<file path="config.mk">
export PLATFORM = sky130hd
export DESIGN_NAME = clock_gen
export DESIGN_NICKNAME = d
export VERILOG_FILES = /design/src/rtl/clock_gen.sv
export SDC_FILE = /design/constraint.sdc
export NUM_CORES = 1
export LEC_CHECK = 0
export ABC_AREA = 1
export CAP_MARGIN = 20
export CORE_MARGIN = 2
export CORE_UTILIZATION = 31
export CTS_CLUSTER_SIZE = 24
export DETAILED_ROUTE_END_ITERATION = 8
export SYNTH_ARGS = -nofsm -noshare
export SYNTH_HDL_FRONTEND = slang
export SYNTH_SLANG_ARGS = --single-unit
</file>
<file path="constraint.sdc">
create_clock -name clk_in -period 3.03 [get_ports clk_in]
set_input_delay 0.606 -clock clk_in [delete_from_list [all_inputs] [get_ports clk_in]]
set_output_delay 0.606 -clock clk_in [all_outputs]
set_load 0.01 [all_outputs]
</file>
<file path="src/rtl/clock_gen.sv">
// Multi-ratio clock generator: power-of-two, /26, /3, /5 and strobe-driven dividers.
// Define TOGGLE_COUNTER_EN to build the strobe-modulated toggle_counter; otherwise it reads 0.
module clock_gen (
  input  logic       clk_in,
  input  logic       rst,
  output logic       clk_div_2,
  output logic       clk_div_4,
  output logic       clk_div_8,
  output logic       clk_div_16,
  output logic       clk_div_32,
  output logic       clk_div_26,
  output logic       clk_pos,
  output logic       clk_neg,
  output logic       clk_div_3,
  output logic       clk_div_5,
  output logic       clk_div,
  output logic [7:0] toggle_counter
);

  logic [4:0] cnt_q;
  logic [3:0] cnt26_q;
  logic       div26_q;
  logic [1:0] cnt3_q, cnt3_d;
  logic       pos3_q, neg3_q;
  logic [2:0] cnt5_q, cnt5_d;
  logic       pos5_q, neg5_q;
  logic [1:0] cnt4_q;
  logic       strobe;
  logic       div_q;

  always_comb begin
    cnt3_d = (cnt3_q == 2'd2) ? 2'd0 : cnt3_q + 2'd1;
    cnt5_d = (cnt5_q == 3'd4) ? 3'd0 : cnt5_q + 3'd1;
    strobe = (cnt4_q == 2'd3);
  end

  always_ff @(posedge clk_in or negedge rst) begin
    if (!rst) begin
      cnt_q   <= '0;
      cnt26_q <= '0;
      div26_q <= 1'b0;
      cnt3_q  <= '0;
      pos3_q  <= 1'b0;
      cnt5_q  <= '0;
      pos5_q  <= 1'b0;
      cnt4_q  <= '0;
      div_q   <= 1'b0;
    end else begin
      cnt_q <= cnt_q + 5'd1;
      if (cnt26_q == 4'd12) begin
        cnt26_q <= '0;
        div26_q <= ~div26_q;
      end else begin
        cnt26_q <= cnt26_q + 4'd1;
      end
      cnt3_q <= cnt3_d;
      pos3_q <= (cnt3_d == 2'd0);
      cnt5_q <= cnt5_d;
      // High for the two cycles following the wrap to 0.
      pos5_q <= (cnt5_d == 3'd0) || (cnt5_d == 3'd1);
      cnt4_q <= cnt4_q + 2'd1;
      if (strobe) div_q <= ~div_q;
    end
  end

  // Half-period-delayed copies widen the odd-ratio pulses to 50% duty.
  always_ff @(negedge clk_in or negedge rst) begin
    if (!rst) begin
      neg3_q <= 1'b0;
      neg5_q <= 1'b0;
    end else begin
      neg3_q <= pos3_q;
      neg5_q <= pos5_q;
    end
  end

`ifdef TOGGLE_COUNTER_EN
  logic [7:0] tc_q;
  always_ff @(posedge clk_in or negedge rst) begin
    if (!rst)        tc_q <= '0;
    else if (strobe) tc_q <= tc_q - 8'd5;
    else             tc_q <= tc_q + 8'd2;
  end
  assign toggle_counter = tc_q;
`else
  assign toggle_counter = 8'd0;
`endif

  assign clk_div_2  = cnt_q[0];
  assign clk_div_4  = cnt_q[1];
  assign clk_div_8  = cnt_q[2];
  assign clk_div_16 = cnt_q[3];
  assign clk_div_32 = cnt_q[4];
  assign clk_div_26 = div26_q;
  assign clk_pos    = pos3_q;
  assign clk_neg    = neg3_q;
  assign clk_div_3  = pos3_q | neg3_q;
  assign clk_div_5  = pos5_q | neg5_q;
  assign clk_div    = div_q;

endmodule

</file>
---- Word level (Yosys, flattened, before mapping) ----
Cells that the tools add are included.
word-level totals
  register bits after elaboration ......... 22
  output and inout bits ................... 19
operators by class
  $add $sub $neg .......................... 5
  equal/unequal tests ..................... 5
  mux-type cells .......................... 3
  bitwise logic cells ..................... 4
  reduce and logical (&&, ||, !) cells .... 3
operators by type and width
  kind                                                  number
  adder 5 x 1 -> 5 bit (second input constant)          1
  adder 2 x 1 -> 2 bit (second input constant)          2
  adder 4 x 1 -> 4 bit (second input constant)          1
  equality test 2 bit (second input constant)           2
  equality test 4 bit (second input constant)           1
  two-way mux 4 bit                                     1
  adder 3 x 1 -> 3 bit (second input constant)          1
  equality test 3 x 1 -> 1 bit (second input constant)  1
  equality test 3 bit (second input constant)           1
  logical NOT 3 bit                                     1
  two-way mux 3 bit                                     1
  logical NOT 2 bit                                     1
  two-way mux 2 bit                                     1
  inverter 1 bit                                        2
  bitwise OR 1 bit                                      2
  logical OR 1 bit                                      1

---- Longest topological paths before layout ----
Gate-level depths: netlist of run 1.
  word-level depth ........................ 4
  gate-level depth with buffers ........... 6
  mapped depth without buffers ............ 6

==> reports/results.md, run 1 <==
| Step | Item | This run |
| --- | --- | --- |
| global route | Antenna violations before repair | 0 |
| finish | ANT cells | 0 |
| logic synthesis | Synthesized area | 906 µm² |
| timing | Clk_skew | 0.00359 ns |
| logic synthesis | Share of the yosys chip area belonging to registers | 60.8% |
| worst setup path | Startpoint types | flip-flop |
| clock network | Level count of the clock H-tree | 1 |
| power and ir drop | Leakage power total | 0.589 nW |
| min path | Worst min path class | flip-flop to flip-flop |
| power and ir drop | Power per unit of standard cell area | 427 mW/mm² |
| logic synthesis | Yosys top cell area share | 55.2% |
| logic synthesis | Number of standard cells after synthesis | 84 |
| run status | Violations in the final reports | negative setup slack |
| clock network | Total clock buffers created by CTS | 3 |
| clock network | Buffer count from post-CTS setup fixing | 0 |
| worst setup path | Setup CP Type | flip-flop to output port |
| clock network | Clock latency on the worst-skew pair | 0.30 ns |
| die | Die height | 58.1 µm |
| route | Vias per std cell | 4.27 |
| power and ir drop | Max rail drop VDD | 0.000276 V |
| finish | Number of inserted filler cells in the final layout | 274 |
| die | Floorplan die area | 0.00337 mm² |
| die | Number of primary I/O pins | 21 |
| finish | Net count of the finished layout | 109 |
| worst setup path | Cell-by-cell trace of the critical path | or2_4, buf_6 |
| die | Core Region | 0.00276 mm² |
| timing | Setup violators final | 2 |
| global route | Largest net degree at the start of global routing | 13 |
| global route | Via count of the first global-routing pass | 596 |
| run | Number of max-cap violations | 0 |
| route | Number of nets still failing antenna checks after routing | 0 |
| logic synthesis | Cell type contributing the most total cell area after synthesis | sky130_fd_sc_hd__dfrtp_1 |
| place | HPWL after detailed placement | 1090 µm |
| worst setup path | Capturing element type of the critical path | output port |
| logic synthesis | Distinct cell type count of the synthesized netlist | 17 |
| finish | Synth-to-layout area growth | 19.3% |
| global route | First-pass GRT wire length | 2540 µm |
| worst setup path | Total buffers and inverters traversed by the critical path | 1 |
| route | Total Wirelength | 1370 µm |
| die | Starting density of the core | 32.8% |
| finish | Final instance area | 0.00108 mm² |
| logic synthesis | Synth warn | 0 |
| route | DR iter-0 viols | 13 |
| die | Number of cell rows | 19 |
| place | Number of port buffers | 12 |
| clock network | CTS tree | yes |
| worst setup path | Dominant delay contributor by cell family on the critical path | flip-flops |
| worst setup path | Highest-delay cell along the critical path | sky130_fd_sc_hd__dfrtn_1 |
| worst setup path | Required time at the worst-slack endpoint | 2.42 ns |
| route | Pre-Repair DR Iteration Count | 4 |
| worst setup path | Crit path largest cell delay | 0.35 ns |
| timing | Pins over their slew limit | 0 |
| power and ir drop | Final total power | 0.000461 W |
| route | Vias | 559 |
| route | Post-DR wirelength/cell | 10.4 µm |
| timing | Minimum setup slack in the final design | -0.0836 ns |
| route | DRC violations left | 0 |
| place | Routability congestion estimate | 0.634 |
| timing | RSZ-0062 raised after global routing | true |
| timing | Number of hold violations in the final report | 0 |
| finish | Most frequent cells in the layout | 20 x sky130_fd_sc_hd__dfrtp_1, 13 x sky130_fd_sc_hd__nand2_1, 12 x sky130_fd_sc_hd__inv_1 |
| clock network | Buffer depth of the longest clock path | 2 |
| finish | Share of the core filled with cells in the final layout | 39.2% |
| finish | Most frequent standard cell in the layout excluding fill and tap cells | sky130_fd_sc_hd__dfrtp_1 |
| run status | Result of the run | finished with violations |
| finish | Fraction of final layout cells with drive strength greater than 1 | 12.0% |
| worst setup path | CP Max Fanout | 2 |
| global route | Global router's overall resource usage | 10.1% |
| clock network | Clock-pin slew on the worst setup and hold paths | 0.11 ns |
| clock network | Root buf cell | sky130_fd_sc_hd__clkbuf_4 |
| clock network | # clock sinks | 22 |
| global route | Grt total ovfl | 0 |
| worst setup path | Data arrival at the endpoint of the critical path | 2.51 ns |
| place | Instance area at placement | 0.00104 mm² |
| timing | Post-Route Setup TNS | -0.149 ns |
| die | Die outline width | 58.1 µm |
| logic synthesis | Cells taking the most area after synthesis | sky130_fd_sc_hd__dfrtp_1 55%, sky130_fd_sc_hd__ha_1 8.3%, sky130_fd_sc_hd__buf_4 6.6%, sky130_fd_sc_hd__dfrtn_1 5.5%, sky130_fd_sc_hd__nand2_1 5.4% |
| logic synthesis | Synthesized flop and latch total | 22 |
| logic synthesis | Synth Area per Inst | 10.8 µm² |
-- where the power goes --
group / switching [W] / internal, W
logic: 0.0000101 / 0.00000284
clock network: 0.0000813 / 0.0000733
registers: 0 / 0.000294
total: 0.0000914 / 0.000370
-- routing by layer --
layer	GRT usage, %	share of wire [%]
met1	11.5	42
met2	17.5	52
met3	1.34	3.8
met4	6.98	2.0
met5	0	0
-- Yosys cell counts --
cell type and number:
sky130_fd_sc_hd__nor2_1 6, sky130_fd_sc_hd__buf_4 8, sky130_fd_sc_hd__or2_2 2, sky130_fd_sc_hd__clkinv_1 1
sky130_fd_sc_hd__dfrtn_1 2, sky130_fd_sc_hd__clkbuf_1 1, sky130_fd_sc_hd__nand3_1 4, sky130_fd_sc_hd__nand3_2 1
sky130_fd_sc_hd__xnor2_1 1, sky130_fd_sc_hd__a21oi_1 1, sky130_fd_sc_hd__xor2_1 2, sky130_fd_sc_hd__ha_1 6
sky130_fd_sc_hd__conb_1 1, sky130_fd_sc_hd__nand4_1 3, sky130_fd_sc_hd__nand2_1 13, sky130_fd_sc_hd__dfrtp_1 20
sky130_fd_sc_hd__inv_1 12
-- cells by family after synthesis --
logic type                 count (synthesis)  share of synthesized area (%)
and+or+nand+nor                           29                           14.6
buffers and inverters                     22                           12.4
DFF                                       22                           60.8
adders and majority gates                  6                           8.29
xor gates and xnor gates                   3                           2.90
AOI/OAI and AO/OA                          1                          0.552
other                                      1                          0.414
-- final cells by class --
type	instances	area, µm²	area share (%)
Multi-Input combinational cell	47	274	25.3
Timing Repair Buffer	14	133	12.3
Tap cell	31	38.8	3.59
Clock buffer	4	36.3	3.36
Sequential cell	22	551	50.9
Inverter	13	48.8	4.51
-- timing repair --
action | CTS | global route
gates resized for setup | 13 | 3
hold buffers | 0 | 0
pin swaps | 2 | 0
endpoints found under the setup margin | 3 | 3
-- registers in the layout (all words and copies together), names as in the netlist --
name,count
cnt_q,5
cnt26_q,4
cnt5_q,3
cnt3_q,2
cnt4_q,2
clk_div,1
clk_div_26,1
clk_neg,1
clk_pos,1
neg5_q,1
pos5_q,1
-- stage by stage --
stage          hold slack (ns)  std cells  setup WS [ns]
6_report                 0.419        131        -0.0836
4_1_cts                  0.425        131         -0.101
3_3_place_gp             0.394        127         -0.172
2_1_floorplan            0.310         91          0.227
5_1_grt                  0.443        131         -0.136
3_5_place_dp             0.387        127         -0.173
-- final timing paths --
check / slack (ns) / cells after the start / to / from
worst max-delay path: -0.08 / 2 / clk_div_3 / clk_neg
worst min-delay path: 0.42 / 0 / clk_pos / cnt3_q[1]
worst max register to register: 0.94 / 0 / clk_neg / clk_pos
worst min register to register: 0.42 / 0 / clk_pos / cnt3_q[1]
max in group asynchronous: 0.96 / 1 / clk_neg / rst
min in group asynchronous: 0.70 / 2 / clk_pos / rst
Note: power is estimated with default switching activity, not from simulation.
==> run 2: changes to the inputs <==
CORE_ASPECT_RATIO = 1.5   (was not set)
==> run 2 against run 1 <==
Compared with the run above:
- the run still ends with negative setup slack left
- non-clock buffer count did not move
- via count fell by 2.3%
- first-iteration DRC count shrank 46%
- total power up 24%
- core utilization increased by 0.40 points
- combinational power up 4%
- clock skew increased by 0.0099 ns
- global-route usage decreased by 0.18 points
- largest power group unchanged
==> reports/results.md, run 2 (synthesis results as in run 1) <==
| Step | Item | This run | Change |
| --- | --- | --- | --- |
| route | DRC violations left | 0 | unchanged |
| timing | Setup violators final | 3 | +1 |
| run status | Violations in the final reports | negative setup slack |  |
| finish | Area taken by multi-input logic gates | 274 µm² | unchanged |
| run status | Result of the run | finished with violations |  |
| timing | Clk_skew | 0.0134 ns | +0.00985 ns |
| finish | Number of flip-flops under the largest register name | 5 | unchanged |
| clock network | Level count of the clock H-tree | 1 | unchanged |
| worst setup path | CP Max Fanout | 2 | unchanged |
| route | Total Wirelength | 1380 µm | +0.95% |
| finish | Most frequent cells in the layout | 20 x sky130_fd_sc_hd__dfrtp_1, 13 x sky130_fd_sc_hd__nand2_1, 12 x sky130_fd_sc_hd__inv_1 |  |
| finish | ANT cells | 0 | unchanged |
| global route | Grt total ovfl | 0 | unchanged |
| clock network | Total clock buffers created by CTS | 3 | unchanged |
| power and ir drop | Max rail drop VDD | 0.000177 V | -36% |
| die | Floorplan die area | 0.00338 mm² | +0.27% |
| place | Number of port buffers | 12 | unchanged |
| finish | Final instance area | 0.00113 mm² | +4.5% |
| place | Instance area at placement | 0.00105 mm² | +0.96% |
| timing | Post-Route Setup TNS | -0.110 ns | +0.0399 ns |
| worst setup path | Startpoint types | flip-flop |  |
| route | DR iter-0 viols | 7 | -6 |
| route | Number of nets still failing antenna checks after routing | 0 | unchanged |
| clock network | Buffer depth of the longest clock path | 2 | unchanged |
| worst setup path | FF-to-FF setup slack | 0.98 ns | +0.04 ns |
| finish | Most frequent standard cell in the layout excluding fill and tap cells | sky130_fd_sc_hd__dfrtp_1 |  |
| power and ir drop | Leakage power total | 0.604 nW | +2.5% |
| route | Post-DR wirelength/cell | 9.92 µm | -4.9% |
| clock network | Root buf cell | sky130_fd_sc_hd__clkbuf_8 |  |
| timing | Pins over their slew limit | 0 | unchanged |
| clock network | Clock latency on the worst-skew pair | 0.27 ns | -0.03 ns |
| place | HPWL after detailed placement | 1050 µm | -3.4% |
| clock network | Hold buffers post-CTS | 0 | unchanged |
| die | Core Region | 0.00285 mm² | +3.4% |
| finish | Share of the core filled with cells in the final layout | 39.6% | +0.40 points |
| worst setup path | Setup CP Type | flip-flop to output port |  |
| worst setup path | Worst R2R Path Depth | 0 | unchanged |
| finish | Largest registers ranked by flip-flop count | cnt_q (5), cnt26_q (4), cnt5_q (3) |  |
| timing | Number of hold violations in the final report | 0 | unchanged |
| die | Die height | 70.2 µm | +21% |
| timing | RSZ-0062 raised after global routing | true |  |
| die | Number of primary I/O pins | 21 | unchanged |
| clock network | # clock sinks | 22 | unchanged |
| route | Vias | 546 | -2.3% |
| global route | Via count of the first global-routing pass | 526 | -12% |
| global route | First-pass GRT wire length | 2370 µm | -6.8% |
| clock network | CTS tree | yes |  |
| finish | Net count of the finished layout | 109 | unchanged |
| route | Pre-Repair DR Iteration Count | 4 | unchanged |
| worst setup path | Data arrival at the endpoint of the critical path | 2.47 ns | -0.04 ns |
| min path | Worst min path class | flip-flop to flip-flop |  |
| global route | Antenna violations before repair | 0 | unchanged |
| global route | Largest net degree at the start of global routing | 14 | +1 |
| worst setup path | Worst Setup SP | clk_neg |  |
| clock network | Clock-pin slew on the worst setup and hold paths | 0.08 ns | -0.03 ns |
| die | Number of cell rows | 24 | +5 |
| worst setup path | Terminus of the critical flop-to-flop path | clk_neg |  |
| route | Vias per std cell | 3.93 | -7.9% |
| timing | Minimum setup slack in the final design | -0.0481 ns | +0.0355 ns |
| place | Routability congestion estimate | 0.631 | -0.58% |
| timing | Worst hold margin | 0.407 ns | -0.0123 ns |
| finish | Area used by sequential logic in the layout | 551 µm² | unchanged |
| global route | Global router's overall resource usage | 9.96% | -0.18 points |
| worst setup path | Capturing element type of the critical path | output port |  |
| worst setup path | Reg2Reg Launch Point | clk_pos |  |
| finish | Synth-to-layout area growth | 24.7% |  |
| worst setup path | Required time at the worst-slack endpoint | 2.42 ns | about the same |
| finish | Most flop-heavy register | cnt_q |  |
| finish | Number of inserted filler cells in the final layout | 281 | +2.6% |
| clock network | Buffer count from post-CTS setup fixing | 0 | unchanged |
| die | Starting density of the core | 31.8% | -1.1 points |
| die | Die outline width | 48.1 µm | -17% |
| worst setup path | Capture point of the worst path | clk_div_3 |  |
| finish | Fraction of final layout cells with drive strength greater than 1 | 11.0% | -1.0 points |
| place | Worst-case setup slack after placement | -0.172 ns | +0.000398 ns |
| power and ir drop | Power per unit of standard cell area | 507 mW/mm² | +19% |
| run | Number of max-cap violations | 0 | unchanged |
==> run 2: worst min-delay path by stage <==
stage	cells after the start	slack, ns	start	to
2_1_floorplan	0	0.31	rst	clk_div
3_3_place_gp	0	0.38	cnt3_q[1]	clk_pos
3_5_place_dp	0	0.39	cnt3_q[1]	clk_pos
4_1_cts	0	0.41	cnt3_q[1]	clk_pos
5_1_grt	1	0.44	cnt3_q[0]	cnt3_q[0]
6_report	0	0.41	cnt3_q[1]	clk_pos
==> run 2: through the flow <==
step | instances | power, W
after detailed placement | 135 | 0.000313
after floorplan | 91 | 0.000311
after global placement | 135 | 0.000313
after global routing | 139 | 0.000594
final | 139 | 0.000573
after CTS | 139 | 0.000582
==> run 2: metal layers <==
layer / share of wire, % / global-route usage (%) / vias up
met1: 42 / 12.6 / 265
met2: 54 / 15.0 / 10
li1: - / - / 269
met5: 0 / 0 / -
met3: 1.4 / 0.775 / 2
met4: 2.6 / 7.21 / 0
==> run 2: layout make-up <==
cell class	count	share of cell area, %
multi-input combinational	47	24.3
clock inverter	1	2.66
sequential	22	48.7
inverter	13	4.32
timing repair buffer	14	12.1
clock buffer	3	3.65
tap	39	4.32
==> run 2: where the power goes <==
group / internal [W] / switching, W / total [W]
Combinational: 0.00000284 / 0.0000106 / 0.0000134
Clock: 0.000176 / 0.0000895 / 0.000266
Sequential: 0.000293 / 0 / 0.000293
Total: 0.000472 / 0.000100 / 0.000573
==> run 2: timing repair <==
item	CTS	global route
setup endpoints to repair	3	3
gates cloned	0	0
resized for setup	13	0
pin swaps	2	0
==> run 2: worst max-delay path, cell delays in order (launching register included) <==
cell	delay [ns]
sky130_fd_sc_hd__dfrtn_1	0.34
sky130_fd_sc_hd__or2_4	0.23
sky130_fd_sc_hd__buf_6	0.12
==> patch (flow settings as in run 1) <==
Build with the macro `TOGGLE_COUNTER_EN` defined.
--- a/src/rtl/clock_gen.sv
+++ b/src/rtl/clock_gen.sv
@@ -1,5 +1,7 @@
 // Multi-ratio clock generator: power-of-two, /26, /3, /5 and strobe-driven dividers.
 // Define TOGGLE_COUNTER_EN to build the strobe-modulated toggle_counter; otherwise it reads 0.
+`define TOGGLE_COUNTER_EN
+
 module clock_gen (
   input  logic       clk_in,
   input  logic       rst,
Function: not checked (the comparison handles one clock edge and no latches or derived clocks); the edit may change what the design does.
==> patch against run 1 <==
- the flow still finishes with violations (setup timing)
- via count rose by 74%
- area after synthesis up 47%
- critical path depth is the same
- count of clock-buffer cells in the layout grew 2
- clock power increased to 3.2 times the old value
- sequential share of layout area down 7.8 points
- setup slack improved by 32 ps
- routed wire length is 66% higher
- sequential cell count is 8 higher
- design area rose by 61%
- total power increased by 96%
- synthesized cell count increased by 63%
- register-to-register slack better by 30 ps
- first-iteration DRC count rose to 2.8 times the old value
- largest cell class unchanged
- largest power group is now the clock network
==> patch: results (changes against run 1) <==
----------------------------------------------------
[Status]
  Status ... finished, violations left (unchanged)
  Violated checks ... setup timing (unchanged)

[Power]
  Switching power of the nets ... 0.152 mW (was 0.0914 mW)
  Internal power ... 0.754 mW (was 0.370 mW)

[Placement]
  Post-detailed-placement cell area ... 1590 sq um (was 1040 sq um)
  Placed wire-length estimate after detailed placement ... 1680 um (was 1090 um)
  Final RePlAce weighted congestion ... 0.799 (was 0.634)

[Clocking]
  Deepest level of the CTS H-tree ... 2 (was 1)
  CTS clk-pin slew, worst paths ... 60 ps (was 110 ps)

[Detailed routing]
  Detailed-routing wirelength on met1 ... 989 um (was 577 um)
  Iter 0 DRT Violations ... 37 (was 13)
  Vias/cell ... 4.53 (was 4.27)

[Logic synthesis]
  Share of the yosys chip area belonging to registers ... 56.6% (was 60.8%)
  Per-instance average area after synthesis ... 9.69 sq um (was 10.8 sq um)

[STA]
  Final worst slack ... -51.5 ps (was -83.6 ps)
  # setup viols final ... 3 (was 2)

[Global routing]
  GRT Total Usage ... 11.0% (was 10.1%)
  Global-route met3 utilization ... 5.09% (was 1.34%)
  Met2 usage ... 16.8% (was 17.5%)

[Finish]
  Multi-input comb cells ... 84 (was 47)
  Seq area share ... 43.2% (was 50.9%)
  Number of nets in the layout ... 175 (was 109)
  Fraction of area in clock buffers and inverters ... 8.20% (was 3.36%)

[Critical path]
  Slowest stage delay, CP ... 330 ps (was 350 ps)
  Setup slack of the worst register-to-register path ... 970 ps (was 940 ps)

[Floorplan]
  Die outline width ... 69.4 um (was 58.1 um)

----------------------------------------------------
==> patch: worst max-delay path by stage <==
stage	startpoint	endpoint	slack, ps	depth (start not counted)
floorplan	clk_neg$_DFF_NN0_	clk_div_3	230	1
global placement	clk_neg$_DFF_NN0_	clk_div_3	-170	2
CTS	clk_neg$_DFF_NN0_	clk_div_3	-60	2
finish	clk_neg$_DFF_NN0_	clk_div_3	-50	2
global route	clk_neg$_DFF_NN0_	clk_div_3	-100	2
detailed placement	clk_neg$_DFF_NN0_	clk_div_3	-170	2
==> patch: logic make-up (layout without fill, tap and decap cells) <==
logic type                 count (synthesis)  count (layout)  synth area share, %
DFF                                       30              30                 56.6
buffers and inverters                     23              51                 7.26
xor gates and xnor gates                   7               7                 4.62
AOI/OAI and AO/OA                         10              10                 4.15
and+or+nand+nor                           58              58                 18.9
adders and majority gates                  9               9                 8.48
==> patch: what timing repair did <==
action	4_1_cts	5_1_grt
pin swaps	2	0
gates resized for setup	13	0
setup endpoints to repair	3	3
setup buffers	0	0
